===== src/rtl/debug_unit_cmd.sv =====
// UART debug command decoder for the MIPS core: run/halt/step control,
// PC readback as little-endian bytes, echo of unknown bytes, RX overrun flag.
module debug_unit_cmd #(
    parameter int                DATA_W   = 8,
    parameter int                PC_W     = 10,
    parameter logic [DATA_W-1:0] CMD_RUN  = DATA_W'(8'h72),
    parameter logic [DATA_W-1:0] CMD_HALT = DATA_W'(8'h68),
    parameter logic [DATA_W-1:0] CMD_STEP = DATA_W'(8'h73),
    parameter logic [DATA_W-1:0] CMD_PC   = DATA_W'(8'h70)
) (
    input  logic              clk,
    input  logic              rst_n,
    input  logic [DATA_W-1:0] rx_dato_out,
    input  logic              rx_done,
    input  logic              tx_done,
    input  logic [PC_W-1:0]   PC_plus_1,
    output logic              enable,
    output logic [DATA_W-1:0] tx_dato_in,
    output logic              tx_start,
    output logic              busy,
    output logic              overrun
);

    localparam int NBYTES = (PC_W + DATA_W - 1) / DATA_W;
    localparam int SH_W   = NBYTES * DATA_W;
    localparam int IDX_W  = (NBYTES > 1) ? $clog2(NBYTES) : 1;
    localparam logic [IDX_W-1:0] LAST = IDX_W'(NBYTES - 1);

    typedef enum logic [2:0] {
        S_IDLE,
        S_DECODE,
        S_SEND,
        S_WAIT,
        S_GAP
    } state_t;

    state_t            r_state;
    logic [DATA_W-1:0] r_cmd;
    logic [SH_W-1:0]   r_shift;
    logic [IDX_W-1:0]  r_idx;
    logic              r_is_pc;
    logic              r_run;
    logic              r_step;
    logic              r_tx_start;
    logic [DATA_W-1:0] r_tx_dato;
    logic              r_overrun;

    always_ff @(posedge clk or negedge rst_n) begin
        if (!rst_n) begin
            r_state    <= S_IDLE;
            r_cmd      <= '0;
            r_shift    <= '0;
            r_idx      <= '0;
            r_is_pc    <= 1'b0;
            r_run      <= 1'b0;
            r_step     <= 1'b0;
            r_tx_start <= 1'b0;
            r_tx_dato  <= '0;
            r_overrun  <= 1'b0;
        end else begin
            r_step <= 1'b0;
            // A byte arriving outside IDLE is dropped, never queued.
            if (rx_done && (r_state != S_IDLE))
                r_overrun <= 1'b1;
            case (r_state)
                S_IDLE: begin
                    if (rx_done) begin
                        r_cmd   <= rx_dato_out;
                        r_state <= S_DECODE;
                    end
                end
                S_DECODE: begin
                    r_is_pc <= 1'b0;
                    r_idx   <= '0;
                    r_shift <= SH_W'(r_cmd);
                    if (r_cmd == CMD_RUN) begin
                        r_run <= 1'b1;
                    end else if (r_cmd == CMD_HALT) begin
                        r_run <= 1'b0;
                    end else if (r_cmd == CMD_STEP) begin
                        r_run  <= 1'b0;
                        r_step <= 1'b1;
                    end else if (r_cmd == CMD_PC) begin
                        r_is_pc <= 1'b1;
                        r_shift <= SH_W'(PC_plus_1);
                    end
                    r_state <= S_SEND;
                end
                S_SEND: begin
                    r_tx_dato  <= r_shift[DATA_W-1:0];
                    r_tx_start <= 1'b1;
                    r_state    <= S_WAIT;
                end
                S_WAIT: begin
                    if (tx_done) begin
                        r_tx_start <= 1'b0;
                        // Low byte goes first; shift the next one down.
                        if (r_is_pc && (r_idx != LAST)) begin
                            r_idx   <= r_idx + 1'b1;
                            r_shift <= r_shift >> DATA_W;
                            r_state <= S_GAP;
                        end else begin
                            r_state <= S_IDLE;
                        end
                    end
                end
                S_GAP: begin
                    r_state <= S_SEND;
                end
                default: begin
                    r_state <= S_IDLE;
                end
            endcase
        end
    end

    assign enable     = r_run | r_step;
    assign tx_start   = r_tx_start;
    assign tx_dato_in = r_tx_dato;
    assign busy       = (r_state != S_IDLE);
    assign overrun    = r_overrun;

endmodule


===== config.mk =====
export PLATFORM = sky130hd
export DESIGN_NAME = debug_unit_cmd
export DESIGN_NICKNAME = d
export VERILOG_FILES = /design/src/rtl/debug_unit_cmd.sv
export SDC_FILE = /design/constraint.sdc
export NUM_CORES = 1
export LEC_CHECK = 0
export CAP_MARGIN = 20
export CORE_MARGIN = 2
export CORE_UTILIZATION = 45
export CTS_CLUSTER_SIZE = 8
export DETAILED_ROUTE_END_ITERATION = 12
export GPL_ROUTABILITY_DRIVEN = 1
export PLACE_DENSITY = 0.72
export REMOVE_ABC_BUFFERS = 1
export SETUP_SLACK_MARGIN = 0.5
export SYNTH_ARGS = -nofsm -noshare
export SYNTH_HDL_FRONTEND = slang
export SYNTH_SLANG_ARGS = --single-unit
export TNS_END_PERCENT = 100

===== constraint.sdc =====
create_clock -name clk -period 3 [get_ports clk]
set_input_delay 0.45 -clock clk [delete_from_list [all_inputs] [get_ports clk]]
set_output_delay 0.45 -clock clk [all_outputs]
set_load 0.005 [all_outputs]

Word-level counts from Yosys, hierarchy flattened
Index checks and enable logic that the tools add are counted.

word-level totals
  input bits = 22
  logic and storage cells = 64
  register bits after elaboration = 41
  output and inout port bits = 12

operators by class
  reductions and logical operators = 13
  mux-type cells = 27
  equality and inequality tests = 11
  add/sub/neg operators = 1
  bitwise logic cells = 2

operator list
  kind                                                             count
  10-bit 2-to-1 mux                                                4
  8-bit by 7-bit == test with 1-bit output, second input constant  4
  16-bit 2-to-1 mux                                                2
  16-bit case mux with 2 select lines                              1
  1-bit 2-to-1 mux                                                 14
  3-bit case mux with 4 select lines                               1
  3-bit 2-to-1 mux                                                 3
  2-bit AND reduction                                              4
  3-bit by 2-bit == test with 1-bit output, second input constant  2
  2-bit inequality test, second input constant                     3
  3-bit nonzero test                                               2
  1-bit case mux with 2 select lines                               2
  2-bit nonzero test                                               2
  3-bit by 1-bit == test with 1-bit output, second input constant  1
  3-bit == test, second input constant                             1
  3-bit logical NOT                                                1
  3-bit AND reduction                                              1
  1-bit logical AND                                                2
  2-bit OR reduction                                               1
  1-bit adder, second input constant                               1
  1-bit inverter                                                   1
  1-bit OR                                                         1

Depth between registers and ports, before layout
  depth in word-level cells = 6
  mapped depth = 6
  gate-level depth less buffers = 4

Worst setup path before layout
No wires, ideal clock.

  path kind = register -> register
  start point = register r_state[0]
  end point = register r_cmd[0]
  arrival time = 1446 ps
  path buffers = 2
  setup slack = 1429 ps
  library setup time = 125 ps
  period minus slack after synthesis = 1571 ps
  required time = 2875 ps
  cell stages (with the launch flop) = 6
  cell sequence = dfrtp_1 -> buf_2 -> or3_1 -> buf_2 -> nor2_8 -> mux2_2

between the ends
  word-level cells in the longest chain between the ends = 2

RTL lines
  element                               line  text
  start, declared                       37    state_t r_state;
  start signal, assigned                50    r_state <= S_IDLE;
  start signal, assigned                69    r_state <= S_DECODE;
  start signal, assigned                87    r_state <= S_SEND;
  3-bit logical NOT                     65    case (r_state)
  2-bit AND reduction (no source line)  --
  end signal, assigned                  68    r_cmd <= rx_dato_out;
  end, declared                         38    logic [DATA_W-1:0] r_cmd;

Every way passes these cells.
A chain may end at the register's enable or synchronous reset.

Worst setup path after layout
  start point = register r_state[0]
  end point = output busy

between the ends
  word-level cells in the longest chain between the ends = 1

RTL lines
  element             line  text
  3-bit nonzero test  120   assign busy = (r_state != S_IDLE);
  end, declared       20    output logic busy,

Every way passes these cells.

==> flow_summary.ini <==
[run_status]
status = complete, no violations

[critical_path]
crit_path_end_kind = output port
start_kind = flop
critical_path_class = flop to output port
crit_buf_inv = 1
arrival_ns = 1.79
crit_slowest_cell = or3_1
critPathMaxStageDelay_ns = 0.50
cp_max_fo = 8
crit_required_ns = 2.55
path_cells = or3_1 -> clkdlybuf4s50_1
crit_family = simple AND/OR/NAND/NOR gates

[grt]
antenna_found_initial = 0
grt_max_degree = 36
grt_overflow = 0
grt_pass1_wl_um = 5000
grt_pass1_vias = 1097
grtUsageTotal = 0.167

[route]
vias = 1120
avgRoutedWirePerCell_um = 14.3
routed_via_density = 5.38
drt_wl_total_um = 2970
ant_nets = 0
drtIter0Drc = 26
dr.pass1.iters = 4
route.detailed.drc = 0

[sta]
worst_hold_slack_ns = 0.462
maxSlewHeadroom = 0.450
setup_viol = 0
rsz0062_at_grt = no
worstMarginPinSlew_ns = 0.821
slew_viol_final = 0
min_period_over_period = 0.748
hold_viol = 0
clock_skew_ns = 0.0120
fmax_mhz = 446
fin_crit_ns = 2.24
finalSetupTns_ns = 0

[place]
hpwl_um = 2190
io_buffer_count = 33
gp_congestion = 0.789
post_dp_cell_area_um2 = 1930

[power_and_ir_drop]
total_power_uw = 1900
power_density_nw_per_um2 = 941
switching_power_uw = 612
ir_drop_mv = 0.450
swShare = 0.323
seq_power_share = 0.437
p_leak_uw = 0.000868
clkPwrFrac = 0.185
p_int_uw = 1280
comb_power_share = 0.378

[clocking]
cts_buffers = 5
root_buffer = clkbuf_4
clock_latency_ns = 0.34
ctsHoldBuffers = 0
htreeDepth = 2
cts.sinks = 35
cts_tree = built
cts_buffer_depth = 2
post_cts_buffers = 0
cts-resized-gates = 0
path_clk_slew_ns = 0.10

[final_layout]
area_delta_synth_final_pct = 30.6
fin_nets = 183
antenna_cells = 0
design_area_um2 = 2010
drive_gt1_frac = 0.210

[run]
drv_cap = 0

[yosys]
synthesis.area_um2 = 1540
synthDistinctLibCells = 33
ys_warn_count = 0
syn_avg_cell_area_um2 = 12.5
ys_ff_latch = 35
syn_inst = 123
ys_seq_area_frac = 0.568

[floorplanning]
die_x_um = 62.6
die_h_um = 62.6
rows = 21
io_pins = 34
die_area_um2 = 3910
coreArea_um2 = 3310
start_util = 0.466

[worst_hold_path]
min_path_type = flop to flop
synth_stat cells:
cell / count / area share
nand4bb_2: 1 / 0.011
a211oi_1: 1 / 0.0049
buf_2: 5 / 0.016
o21ai_0: 5 / 0.016
and3b_1: 1 / 0.0057
inv_1: 3 / 0.0073
and4_1: 1 / 0.0057
o2bb2ai_1: 1 / 0.0057
a31o_2: 1 / 0.0057
a2bb2oi_1: 1 / 0.0057
o31ai_1: 1 / 0.0049
mux2_2: 16 / 0.12
a21o_2: 1 / 0.0057
nand3b_1: 1 / 0.0049
a21oi_1: 5 / 0.016
nor4_4: 1 / 0.014
or3_1: 1 / 0.0041
nor3_1: 1 / 0.0032
a32o_1: 7 / 0.045
nor3b_1: 1 / 0.0049
nand2_1: 10 / 0.024
nor3_2: 1 / 0.0065
or4b_1: 1 / 0.0065
nor2_1: 5 / 0.012
or2_2: 1 / 0.0041
a21o_1: 3 / 0.015
nor2_8: 1 / 0.013
a21boi_0: 1 / 0.0049
o211a_1: 1 / 0.0065
dfrtp_1: 35 / 0.57
nand2b_1: 6 / 0.024
nor2b_1: 2 / 0.0081
and2_1: 1 / 0.0041
layout make-up:
class                      instances  area (um^2)
multi-input combinational         80          631
fill                             302         1300
sequential                        35          876
tap                               46         57.6
clock buffer                       6         51.3
timing repair buffer              36          353
clock inverter                     2         35.0
inverter                           3         11.3
per-layer routing:
metal	up-vias	global-route usage	wire, um
met5	-	0	0
met4	0	0.0833	50
met3	6	0.0342	97
met2	19	0.286	1510
met1	567	0.198	1310
li1	528	-	-
power by group through the flow:
stage	Sequential, uW	Combinational (uW)	Clock (uW)
2_1_floorplan	798	454	0
3_3_place_gp	824	702	0
6_report	829	716	350
3_5_place_dp	840	720	0
4_1_cts	827	725	361
5_1_grt	859	794	380
path summary, 6_finish.rpt:
path | startpoint | endpoint | slack [ns] | cells after the start
worst min register to register | overrun | overrun | 0.46 | 1
worst max register to register | r_state[1] | tx_dato_in[6] | 1.26 | 3
min in group asynchronous | rst_n | r_shift[6] | 0.52 | 2
worst max-delay path | r_state[0] | busy | 0.76 | 2
max in group asynchronous | rst_n | r_shift[8] | 2.17 | 2
worst min-delay path | overrun | overrun | 0.46 | 1
sequential cells by signal, summed over array words and instances, names as in the netlist:
name,flops
r_shift,10
r_cmd,8
r_state,3
r_step,1
overrun,1
r_is_pc,1
tx_start,1
r_run,1
tx_dato_in,8
r_idx,1
cells in the final DEF, fill, tap and decap left out, types with 2 or more instances in the layout:
cell / instances
a32o_1: 7
nor2_1: 5
clkdlybuf4s50_1: 33
a21oi_1: 5
dfrtp_1: 35
mux2_2: 16
clkbuf_4: 5
buf_4: 3
nand2_1: 10
a21o_1: 3
o21ai_0: 5
nor2b_1: 2
nand2b_1: 6
inv_1: 3
cell families after synthesis:
| family | synth area share |
|---|---|
| AOI/OAI and AO/OA | 0.136 |
| buffers and inverters | 0.0235 |
| DFF | 0.568 |
| muxes | 0.117 |
| and+or+nand+nor | 0.156 |
stage by stage:
step                cells  utilization  setup WS, ns
floorplan             118            -          1.20
global placement      200        0.582          1.16
detailed placement    200        0.582          1.12
CTS                   208        0.608         0.753
global route          208        0.608         0.697
finish                208        0.608         0.756
(Power assumes the default switching activity.)
